==> src/rtl/mips_debug_sequencer.sv <==
// Debug sequencer for the MIPS core: free-run, N-cycle step, register and data-memory dumps.
// Optional breakpoint support is compiled in with DBG_BREAKPOINT_EN.
module mips_debug_sequencer #(
    parameter int unsigned MSB       = 31,
    parameter int unsigned NREGS     = 32,
    parameter int unsigned MEM_WORDS = 64,
    parameter int unsigned RD_LAT    = 1
) (
    input  logic           clk,
    input  logic           reset,
    input  logic           cmd_valid,
    output logic           cmd_ready,
    input  logic [1:0]     cmd_op,
    input  logic [MSB:0]   cmd_arg,
    input  logic           PC_endM,
    input  logic [MSB:0]   w_rd_data1,
    input  logic [MSB:0]   out_MEM_rdd,
    output logic           mdb_ena,
    output logic [4:0]     inm_du_areg,
    output logic           inm_duc1,
    output logic [MSB:0]   inm_du_amem,
    output logic           inm_duc2,
    output logic           dout_valid,
    input  logic           dout_ready,
    output logic [MSB:0]   dout_data,
    output logic           dout_last,
    output logic           busy,
    output logic           halted_end
`ifdef DBG_BREAKPOINT_EN
    ,
    input  logic [MSB:0]   m_PC,
    output logic           bp_hit
`endif
);

    localparam int unsigned W         = MSB + 1;
    localparam int unsigned MAX_WORDS = (NREGS > MEM_WORDS) ? NREGS : MEM_WORDS;
    localparam int unsigned IDX_W     = (MAX_WORDS > 1) ? $clog2(MAX_WORDS) : 1;
    localparam int unsigned WAIT_W    = (RD_LAT > 1) ? $clog2(RD_LAT) : 1;

    localparam logic [2:0] S_IDLE      = 3'd0;
    localparam logic [2:0] S_RUN       = 3'd1;
    localparam logic [2:0] S_STEP      = 3'd2;
    localparam logic [2:0] S_SCAN_ADDR = 3'd3;
    localparam logic [2:0] S_SCAN_WAIT = 3'd4;
    localparam logic [2:0] S_SCAN_OUT  = 3'd5;

    localparam logic [1:0] OP_RUN       = 2'b00;
    localparam logic [1:0] OP_STEP      = 2'b01;
    localparam logic [1:0] OP_DUMP_REGS = 2'b10;
    localparam logic [1:0] OP_DUMP_MEM  = 2'b11;

    logic [2:0]        r_state,      w_state_nxt;
    logic [W-1:0]      r_count,      w_count_nxt;
    logic [IDX_W-1:0]  r_idx,        w_idx_nxt;
    logic              r_is_mem,     w_is_mem_nxt;
    logic [WAIT_W-1:0] r_wait,       w_wait_nxt;
    logic              r_duc1,       w_duc1_nxt;
    logic              r_duc2,       w_duc2_nxt;
    logic [4:0]        r_areg,       w_areg_nxt;
    logic [W-1:0]      r_amem,       w_amem_nxt;
    logic              r_dout_valid, w_dout_valid_nxt;
    logic [W-1:0]      r_dout_data,  w_dout_data_nxt;
    logic              r_dout_last,  w_dout_last_nxt;
    logic              r_halted,     w_halted_nxt;
    logic              w_mdb_ena;
    logic              w_bp_match;
    logic              w_stop;
    logic              w_last;
    logic [IDX_W-1:0]  w_idx_inc;

`ifdef DBG_BREAKPOINT_EN
    logic [W-1:0]      r_bp,         w_bp_nxt;
    logic              r_bp_armed,   w_bp_armed_nxt;
    logic              r_bp_hit,     w_bp_hit_nxt;

    assign w_bp_match = r_bp_armed && (m_PC == r_bp);
`else
    assign w_bp_match = 1'b0;
`endif

    assign w_stop    = PC_endM | w_bp_match;
    assign w_idx_inc = r_idx + IDX_W'(1);
    assign w_last    = r_is_mem ? (r_idx == IDX_W'(MEM_WORDS - 1))
                                : (r_idx == IDX_W'(NREGS - 1));

    // Next-state and next-output logic
    always_comb begin
        w_state_nxt      = r_state;
        w_count_nxt      = r_count;
        w_idx_nxt        = r_idx;
        w_is_mem_nxt     = r_is_mem;
        w_wait_nxt       = r_wait;
        w_duc1_nxt       = r_duc1;
        w_duc2_nxt       = r_duc2;
        w_areg_nxt       = r_areg;
        w_amem_nxt       = r_amem;
        w_dout_valid_nxt = r_dout_valid;
        w_dout_data_nxt  = r_dout_data;
        w_dout_last_nxt  = r_dout_last;
        w_halted_nxt     = r_halted;
        w_mdb_ena        = 1'b0;
`ifdef DBG_BREAKPOINT_EN
        w_bp_nxt         = r_bp;
        w_bp_armed_nxt   = r_bp_armed;
        w_bp_hit_nxt     = r_bp_hit;
`endif

        case (r_state)
            S_IDLE: begin
                if (cmd_valid) begin
                    case (cmd_op)
                        OP_RUN, OP_STEP: begin
                            w_halted_nxt = 1'b0;
`ifdef DBG_BREAKPOINT_EN
                            w_bp_hit_nxt = 1'b0;
`endif
                            w_count_nxt  = (cmd_op == OP_STEP) ? cmd_arg : '0;
                            // Core already at end of program: accept but never enable
                            if (PC_endM) begin
                                w_halted_nxt = 1'b1;
                            end else begin
                                w_state_nxt = (cmd_op == OP_RUN) ? S_RUN : S_STEP;
                            end
                        end
                        OP_DUMP_REGS: begin
                            w_idx_nxt    = '0;
                            w_is_mem_nxt = 1'b0;
                            w_duc1_nxt   = 1'b1;
                            w_duc2_nxt   = 1'b0;
                            w_areg_nxt   = '0;
                            w_state_nxt  = S_SCAN_ADDR;
                        end
                        default: begin
`ifdef DBG_BREAKPOINT_EN
                            if (cmd_arg[MSB]) begin
                                w_bp_nxt       = {1'b0, cmd_arg[MSB-1:0]};
                                w_bp_armed_nxt = 1'b1;
                            end else begin
                                w_idx_nxt    = '0;
                                w_is_mem_nxt = 1'b1;
                                w_duc1_nxt   = 1'b0;
                                w_duc2_nxt   = 1'b1;
                                w_amem_nxt   = '0;
                                w_state_nxt  = S_SCAN_ADDR;
                            end
`else
                            w_idx_nxt    = '0;
                            w_is_mem_nxt = 1'b1;
                            w_duc1_nxt   = 1'b0;
                            w_duc2_nxt   = 1'b1;
                            w_amem_nxt   = '0;
                            w_state_nxt  = S_SCAN_ADDR;
`endif
                        end
                    endcase
                end
            end
            S_RUN: begin
                if (w_stop) begin
                    w_halted_nxt = r_halted | PC_endM;
`ifdef DBG_BREAKPOINT_EN
                    w_bp_hit_nxt = r_bp_hit | w_bp_match;
`endif
                    w_state_nxt  = S_IDLE;
                end else begin
                    w_mdb_ena = 1'b1;
                end
            end
            S_STEP: begin
                if (r_count == '0) begin
                    w_state_nxt = S_IDLE;
                end else if (w_stop) begin
                    w_halted_nxt = r_halted | PC_endM;
`ifdef DBG_BREAKPOINT_EN
                    w_bp_hit_nxt = r_bp_hit | w_bp_match;
`endif
                    w_state_nxt  = S_IDLE;
                end else begin
                    w_mdb_ena   = 1'b1;
                    w_count_nxt = r_count - W'(1);
                    if (r_count == W'(1)) begin
                        w_state_nxt = S_IDLE;
                    end
                end
            end
            S_SCAN_ADDR: begin
                w_wait_nxt  = WAIT_W'(RD_LAT - 1);
                w_state_nxt = S_SCAN_WAIT;
            end
            S_SCAN_WAIT: begin
                // Read data is valid in the last wait cycle; capture it on the way out
                if (r_wait == '0) begin
                    w_dout_data_nxt  = r_is_mem ? out_MEM_rdd : w_rd_data1;
                    w_dout_valid_nxt = 1'b1;
                    w_dout_last_nxt  = w_last;
                    w_state_nxt      = S_SCAN_OUT;
                end else begin
                    w_wait_nxt = r_wait - WAIT_W'(1);
                end
            end
            S_SCAN_OUT: begin
                if (dout_ready) begin
                    w_dout_valid_nxt = 1'b0;
                    w_dout_last_nxt  = 1'b0;
                    if (w_last) begin
                        w_duc1_nxt  = 1'b0;
                        w_duc2_nxt  = 1'b0;
                        w_state_nxt = S_IDLE;
                    end else begin
                        w_idx_nxt   = w_idx_inc;
                        w_areg_nxt  = r_is_mem ? r_areg : 5'(w_idx_inc);
                        w_amem_nxt  = r_is_mem ? W'({w_idx_inc, 2'b00}) : r_amem;
                        w_state_nxt = S_SCAN_ADDR;
                    end
                end
            end
            default: begin
                w_state_nxt = S_IDLE;
            end
        endcase
    end

    always_ff @(posedge clk) begin
        if (reset) begin
            r_state      <= S_IDLE;
            r_count      <= '0;
            r_idx        <= '0;
            r_is_mem     <= 1'b0;
            r_wait       <= '0;
            r_duc1       <= 1'b0;
            r_duc2       <= 1'b0;
            r_areg       <= '0;
            r_amem       <= '0;
            r_dout_valid <= 1'b0;
            r_dout_data  <= '0;
            r_dout_last  <= 1'b0;
            r_halted     <= 1'b0;
`ifdef DBG_BREAKPOINT_EN
            r_bp         <= '0;
            r_bp_armed   <= 1'b0;
            r_bp_hit     <= 1'b0;
`endif
        end else begin
            r_state      <= w_state_nxt;
            r_count      <= w_count_nxt;
            r_idx        <= w_idx_nxt;
            r_is_mem     <= w_is_mem_nxt;
            r_wait       <= w_wait_nxt;
            r_duc1       <= w_duc1_nxt;
            r_duc2       <= w_duc2_nxt;
            r_areg       <= w_areg_nxt;
            r_amem       <= w_amem_nxt;
            r_dout_valid <= w_dout_valid_nxt;
            r_dout_data  <= w_dout_data_nxt;
            r_dout_last  <= w_dout_last_nxt;
            r_halted     <= w_halted_nxt;
`ifdef DBG_BREAKPOINT_EN
            r_bp         <= w_bp_nxt;
            r_bp_armed   <= w_bp_armed_nxt;
            r_bp_hit     <= w_bp_hit_nxt;
`endif
        end
    end

    // mdb_ena is gated combinationally so the core stops in the cycle the stop condition appears
    assign mdb_ena     = w_mdb_ena;
    assign cmd_ready   = (r_state == S_IDLE);
    assign busy        = (r_state != S_IDLE);
    assign inm_duc1    = r_duc1;
    assign inm_duc2    = r_duc2;
    assign inm_du_areg = r_areg;
    assign inm_du_amem = r_amem;
    assign dout_valid  = r_dout_valid;
    assign dout_data   = r_dout_data;
    assign dout_last   = r_dout_last;
    assign halted_end  = r_halted;
`ifdef DBG_BREAKPOINT_EN
    assign bp_hit      = r_bp_hit;
`endif

endmodule

==> config.mk <==
export PLATFORM = sky130hd
export DESIGN_NAME = mips_debug_sequencer
export DESIGN_NICKNAME = d
export VERILOG_FILES = /design/src/rtl/mips_debug_sequencer.sv
export SDC_FILE = /design/constraint.sdc
export NUM_CORES = 1
export LEC_CHECK = 0
export ABC_AREA = 0
export CORE_MARGIN = 2
export CORE_UTILIZATION = 45
export CTS_CLUSTER_DIAMETER = 120
export DETAILED_ROUTE_END_ITERATION = 16
export PLACE_DENSITY_LB_ADDON = 0.25
export REMOVE_ABC_BUFFERS = 1
export SYNTH_ARGS = -nofsm -noshare
export SYNTH_HDL_FRONTEND = slang
export SYNTH_SLANG_ARGS = --single-unit
==> constraint.sdc <==
create_clock -name clk -period 2.7 [get_ports clk]
set_clock_uncertainty 0.1 [all_clocks]
set_input_delay 0.54 -clock clk [delete_from_list [all_inputs] [get_ports clk]]
set_output_delay 0.54 -clock clk [all_outputs]
set_load 0.03 [all_outputs]
==> results of run 1 <==
stage by stage:
stage	setup WS [ps]	power, uW	setup TNS (ps)	util
global route	-80.3	5730	-80.3	0.645
detailed placement	-34.5	4390	-34.5	0.624
CTS	4.19	5360	0	0.643
finish	64.0	5380	0	0.645
global placement	-12.6	4320	-12.6	0.624
floorplan	-324	3350	-12100	-
power groups by stage:
stage | Combinational, uW | Clock (uW) | Sequential (uW)
2_1_floorplan | 1560 | 0 | 1780
3_3_place_gp | 2710 | 0 | 1610
3_5_place_dp | 2780 | 0 | 1620
4_1_cts | 2790 | 973 | 1590
5_1_grt | 3090 | 1030 | 1610
6_report | 2840 | 955 | 1590
sequential cells by signal, indices dropped and copies added, names as in the netlist:
signal	cells
dout_last	1
r_state	3
dout_valid	1
r_count	32
inm_du_amem	6
r_idx	6
r_is_mem	1
inm_du_areg	5
inm_duc2	1
dout_data	32
inm_duc1	1
halted_end	1
repair_timing:
action / in CTS / in global routing
gates resized for setup: 7 / 4
cloned: 0 / 0
endpoints found under the setup margin: 1 / 2
pin swaps: 3 / 1
placed cells by master, fill, tap and decap left out, drive strengths merged, types with 26 or more instances in the layout:
master	netlist	layout
mux2i	49	49
nor2	103	103
conb	1	26
a21oi	48	48
clkdlybuf4s50	0	150
dfxtp	90	90
buf	37	42
o21ai	38	38
nand2	44	44
a211oi	37	37
worst min-delay path: cells and delay by family, from the launching register on:
kind	cells	cell delay [ps]
AND/OR/NAND/NOR	1	50
AO/OA/AOI/OAI	1	50
flip-flops	1	320
routing by layer:
| layer | vias to the layer above | share of wire |
|---|---|---|
| met1 | 2349 | 0.40 |
| li1 | 2486 | - |
| met3 | 23 | 0.080 |
| met2 | 198 | 0.50 |
| met4 | 0 | 0.018 |
| met5 | - | 0 |
layout make-up:
class | instances | area (um2) | share of cell area
Sequential cell | 90 | 1800 | 0.258
Inverter | 11 | 41.3 | 0.00591
Tap cell | 140 | 175 | 0.0251
Clock inverter | 4 | 50.0 | 0.00716
Multi-Input combinational cell | 476 | 2900 | 0.415
Clock buffer | 12 | 155 | 0.0222
Timing Repair Buffer | 193 | 1860 | 0.267
kinds of logic (layout without fill, tap and decap cells):
group                    after synthesis  count (layout)  share of synthesized area
AO/OA/AOI/OAI                        157             157                      0.198
XOR/XNOR                              12              12                     0.0210
adder cells (fa/ha/maj)                4               4                    0.00998
buffers and inverters                 83             220                     0.0871
flip-flops                            90              90                      0.359
multiplexers                          49              49                     0.0978
other                                  1              26                   0.000748
AND/OR/NAND/NOR                      228             228                      0.226
worst min path at each step:
| stage | start | end | slack, ps | cells after the start |
|---|---|---|---|---|
| floorplan | r_count[31]$_SDFFE_PP0P_ | r_count[31]$_SDFFE_PP0P_ | 340 | 2 |
| global placement | dout_valid$_SDFFE_PP0P_ | dout_valid$_SDFFE_PP0P_ | 350 | 2 |
| detailed placement | dout_valid$_SDFFE_PP0P_ | dout_valid$_SDFFE_PP0P_ | 350 | 2 |
| CTS | dout_valid$_SDFFE_PP0P_ | dout_valid$_SDFFE_PP0P_ | 360 | 2 |
| global route | dout_valid$_SDFFE_PP0P_ | dout_valid$_SDFFE_PP0P_ | 370 | 2 |
| finish | dout_valid$_SDFFE_PP0P_ | dout_valid$_SDFFE_PP0P_ | 360 | 2 |
==> impl_metrics.toml, run 1 <==
[placed_design]
post_dp_cell_area_mm2 = 0.00677
io_buffers = 153
hpwl_mm = 10.3
finalWeightedCongestion = 0.916
dp_cells = 910

[drt]
drtIter0Drc = 310
routed_wl_mm = 14.2
vias_per_cell = 5.46
antenna_left = 0
drtPass1Iterations = 5
drcViolationCount = 0
vias = 5056
wl_per_cell_um = 15.3

[yosys]
ys.flop_type = "dfxtp_1"
synth_top_area_cell = "dfxtp_1"
synth_top_area_frac = 0.359
synth_edf_count = 0
ys_seq_area_frac = 0.359
yosys_register_bits = 90
synth.most_common_cell = "nor2_1"
syn-mean-instance-area_um2 = 8.04
synth_cells = 624
async_flop_share = 0
synth_area_mm2 = 0.00501
synthTopCellsByCount = "101 x nor2_1, 90 x dfxtp_1, 49 x mux2i_1"
synthDistinctLibCells = 53
ys_warn_count = 0
synthTopCellsByArea = "dfxtp_1 36%, mux2i_1 9.8%, nor2_1 7.6%"

[global_routing]
grtUsageMet3 = 0.0652
use_met2 = 0.403
grt_pass1_wl_mm = 22.8
grt_pass1_vias = 4815
grt_antenna_before_repair = 0
grtUsageMet1 = 0.292
busiest_layer = "met2"
track_usage = 0.239
grt_start_max_net_pins = 65
grt-ovfl-total = 0

[pwr]
p_sw_frac = 0.419
combPwrFrac = 0.527
ir_worst_vdd_v = 0.000472
pwr-share-seq = 0.296
p_per_area_mw_per_mm2 = 771
internal_power_uw = 3130
switchingPower_uw = 2250
leakage_uw = 0.00257
clockPowerShare = 0.177

[timing]
finalCriticalPeriod_ps = 2640
min_period_over_period = 0.976
tightestPinTransition_ps = 642
hold_slack_ps = 360
hold_viol = 0
finalMaxSlewViolations = 0
max_freq_ghz = 0.379
setup_viol = 0
slew_headroom = 0.572
rsz0062_at_grt = "true"

[clocking]
cts-root-buf = "clkbuf_8"
cts_hold_buf = 0
clk_latency_ps = 360
cts_tree = "done"
numCtsBuffers = 9
clock-sinks = 90
htreeDepth = 3
clkTransAtPathRegs_ps = 90
post_cts_buffers = 0
clock_path_buffers = 2

[worst_setup_path]
r2r_end = "r_count[23]$_SDFFE_PP0P_"
r2r_cells = 8
critPathMostFrequentCell = "nor4_4"
worstSetupPathType = "flop to primary output"
cp_cell_sequence = "nor4_4 -> nand3b_4 -> nor4_4 -> nor2_1 -> mux2i_1 -> nor3_1 -> buf_4"
cp-end-kind = "primary output"
startpoint = "r_count[24]$_SDFFE_PP0P_"
path_depth = 7
endpoint = "mdb_ena"
path_delay_family = "simple AND/OR/NAND/NOR gates"
cpPeakStageDelay_ps = 360
cpMaxStageDelayCell = "nor4_4"
crit_buf_inv = 1
cp_max_fo = 2
reg2reg_slack_ps = 220
r2r-start = "r_count[19]$_SDFFE_PP0P_"
cp.arrival_ps = 2000
worstSetupStartpointType = "flop"
required_ps = 2060

[floorplan]
die_w_um = 110
io_pins = 180
dieArea_mm2 = 0.0120
fp-row-count = 38
coreArea_mm2 = 0.0108
die-height_um = 110
initial_core_util = 0.463

[final_layout]
drive_above_1_share = 0.0954
fin_area_mm2 = 0.00699
num_antenna_cells = 0
final_cells = 926
fin_nets = 888
nFillCells = 946
syn_to_final_growth_pct = 39.3

[worst_hold_path]
hold_class = "flop to flop"

[outcome]
status = "completed"

[job]
max_cap_violations = 0
(Power assumes the default switching activity.)
==> run 2: changes to the inputs <==
--- a/config.mk
+++ b/config.mk
@@ -8,7 +8,7 @@
 export ABC_AREA = 0
 export CORE_MARGIN = 2
 export CORE_UTILIZATION = 45
-export CTS_CLUSTER_DIAMETER = 120
+export CTS_CLUSTER_SIZE = 30
 export DETAILED_ROUTE_END_ITERATION = 16
 export PLACE_DENSITY_LB_ADDON = 0.25
 export REMOVE_ABC_BUFFERS = 1
==> results of run 2 <==
Same layout as run 1: the final DEF is identical, and so are final timing and power.
==> run 3: changes to the inputs <==
--- a/config.mk
+++ b/config.mk
@@ -5,13 +5,14 @@
 export SDC_FILE = /design/constraint.sdc
 export NUM_CORES = 1
 export LEC_CHECK = 0
-export ABC_AREA = 0
+export ABC_AREA = 1
 export CORE_MARGIN = 2
-export CORE_UTILIZATION = 45
+export CORE_UTILIZATION = 47
 export CTS_CLUSTER_SIZE = 30
 export DETAILED_ROUTE_END_ITERATION = 16
 export PLACE_DENSITY_LB_ADDON = 0.25
 export REMOVE_ABC_BUFFERS = 1
+export SETUP_SLACK_MARGIN = 0.3
 export SYNTH_ARGS = -nofsm -noshare
 export SYNTH_HDL_FRONTEND = slang
 export SYNTH_SLANG_ARGS = --single-unit
==> run 3 against run 2 <==
  * Fmax increased by 16%
  * Worst hold slack improved by 4.5 ps
  * First-iteration DRC count increased by 22%
  * Area after synthesis increased by 7.1%
  * Sequential share of layout area decreased by 0.90 points
  * Combinational power increased by 32%
  * Critical endpoint is now cmd_ready
==> impl_metrics.toml, run 3 <==
[global_routing]
track_usage = 0.252
grt-ovfl-total = 0
grt_start_max_net_pins = 67
grt_pass1_vias = 5440
grt_pass1_wl_mm = 25.7
grt_antenna_before_repair = 0

[drt]
routed_wl_mm = 15.3
drtIter0Drc = 379
wl_per_cell_um = 13.2
antenna_left = 0
vias = 5866
drtPass1Iterations = 5
drcViolationCount = 0
vias_per_cell = 5.04

[floorplan]
fp-row-count = 39
die-height_um = 111
dieArea_mm2 = 0.0123
io_pins = 180
initial_core_util = 0.477
coreArea_mm2 = 0.0113
die_w_um = 111

[worst_setup_path]
cp_cell_sequence = "nor2_1 -> nand2_2 -> inv_1 -> clkdlybuf4s15_1"
worstSetupStartpointType = "flop"
worstSetupPathType = "flop to primary output"
cpMaxStageDelayCell = "dfxtp_1"
crit_buf_inv = 2
path_delay_family = "buffers and inverters"
cpPeakStageDelay_ps = 400
required_ps = 2060
cp-end-kind = "primary output"
cp_max_fo = 9
cp.arrival_ps = 1640

[yosys]
synth_top_area_cell = "dfxtp_1"
synth_cells = 879
syn-mean-instance-area_um2 = 6.11
muxShareOfSynthArea = 0
ys_warn_count = 0
synthTopCellsByArea = "dfxtp_1 34%, nand2_1 16%, nor2_1 13%"
synthDistinctLibCells = 31
yosys.area_share.adder = 0.00932
synthTopCellsByCount = "233 x nand2_1, 180 x nor2_1, 90 x dfxtp_1"
ys.flop_type = "dfxtp_1"
ys_seq_area_frac = 0.335
synth.most_common_cell = "nand2_1"
yosys.area_share.xor_xnor = 0.00978
synth_edf_count = 0
synth-simple-area-share = 0.390
synth_compound_area_frac = 0.144
synth_top_family_by_area = "simple AND/OR/NAND/NOR gates"
async_flop_share = 0
synth_top_area_frac = 0.335
yosys_register_bits = 90
synth_area_mm2 = 0.00537

[pwr]
ir_worst_vdd_v = 0.000522
leakage_uw = 0.00324
finalPower_uw = 7000
p_per_area_mw_per_mm2 = 968

[clocking]
clock_path_buffers = 2
cts_tree = "done"
cts_hold_buf = 0
clock-sinks = 90
cts-root-buf = "clkbuf_16"
clkTransAtPathRegs_ps = 70
clk_latency_ps = 350
htreeDepth = 3
numCtsBuffers = 9

[timing]
max_freq_ghz = 0.438
setup_viol = 0
tightestPinTransition_ps = 551
finalMaxSlewViolations = 0
layout_setup_ws_ps = 419
rsz0062_at_grt = "false"
min_period_over_period = 0.845
finalCriticalPeriod_ps = 2280
slew_headroom = 0.631
hold_viol = 0
hold_slack_ps = 364

[final_layout]
drive_above_1_share = 0.0529
fin_nets = 1123
final_cells = 1164
final_common_cell = "nand2_1"
layout_common_cells = "232 x nand2_1, 173 x nor2_1, 150 x clkdlybuf4s50_1, 89 x dfxtp_1, 78 x o21ai_0"
syn_to_final_growth_pct = 34.7
num_antenna_cells = 0

[outcome]
status = "completed"

[worst_hold_path]
hold_class = "flop to flop"

[placed_design]
dpl_worst_slack_ps = 435
io_buffers = 153
finalWeightedCongestion = 0.868
dp_cells = 1147
hpwl_mm = 10.9

[job]
max_cap_violations = 0
[run 3: changes by cell type after synthesis, sizes merged, moves of 7 or more]
cell and delta:
mux2i -49, a221oi -8, nand4 +7, o21ai +41
nor3 -18, a31oi +30, clkbuf -7, nand2 +192
nor2 +82, inv +47, nand3 +53, a211oi -36
a21oi -24, nor4 -12
[run 3: per-layer routing]
| layer | up-vias | wire length [um] | track usage |
|---|---|---|---|
| li1 | 3075 | - | - |
| met1 | 2557 | 6450 | 0.304 |
| met2 | 207 | 7160 | 0.424 |
| met3 | 27 | 1340 | 0.0809 |
| met4 | 0 | 378 | 0.0892 |
| met5 | - | 0 | 0 |
[run 3: stage by stage]
stage / instance area (um2) / utilization / setup TNS [ps]
after global routing: 7230 / 0.642 / 0
after detailed placement: 6900 / 0.612 / 0
after global placement: 6900 / 0.612 / 0
final: 7230 / 0.642 / 0
after CTS: 7200 / 0.639 / 0
after floorplan: 5100 / - / -5020
[run 3: what timing repair did]
item	4_1_cts	5_1_grt
pin swaps	0	2
gates resized for setup	2	11
setup endpoints to repair	2	2
buffers inserted	0	1
[run 3: path summary, 6_finish.rpt]
kind / startpoint / to / slack (ps) / depth (start not counted)
worst min register to register: dout_valid$_SDFFE_PP0P_ / dout_valid$_SDFFE_PP0P_ / 360 / 2
worst max-delay path: r_state[0]$_SDFFE_PP0P_ / cmd_ready / 420 / 4
worst max register to register: r_state[0]$_SDFFE_PP0P_ / inm_du_amem[4]$_SDFFE_PP0P_ / 610 / 9
worst min-delay path: dout_valid$_SDFFE_PP0P_ / dout_valid$_SDFFE_PP0P_ / 360 / 2
[run 3: cells by family (layout without fill, tap and decap cells)]
| group | count (synthesis) | after routing |
|---|---|---|
| flops | 90 | 90 |
| simple gates | 511 | 511 |
| compound gates | 142 | 142 |
| buf+inv | 125 | 242 |
| fa+ha+maj | 4 | 4 |
| xor+xnor | 6 | 6 |
| other cells | 1 | 26 |
[run 3: worst register-to-register path, stage by stage (launching register included)]
cell     delay, ps
dfxtp_1        510
nand3_2        260
inv_1          200
nand2_1        130
o21ai_0        200
nor2_1          90
nand2_1        180
inv_1          140
nor2_1         120
nor2_1          50
[run 3: report_power, final]
part	total, uW	switching, uW	internal (uW)
clock	1280	571	707
sequential	1970	306	1660
combinational	3750	2450	1300
total	7000	3330	3670
[run 3: cell type report]
| class | instances | area (um2) |
|---|---|---|
| Fill cell | 1079 | 4040 |
| Clock inverter | 4 | 33.8 |
| Inverter | 60 | 225 |
| Multi-Input combinational cell | 689 | 3100 |
| Tap cell | 143 | 179 |
| Timing Repair Buffer | 166 | 1630 |
| Clock buffer | 12 | 267 |
| Sequential cell | 90 | 1800 |
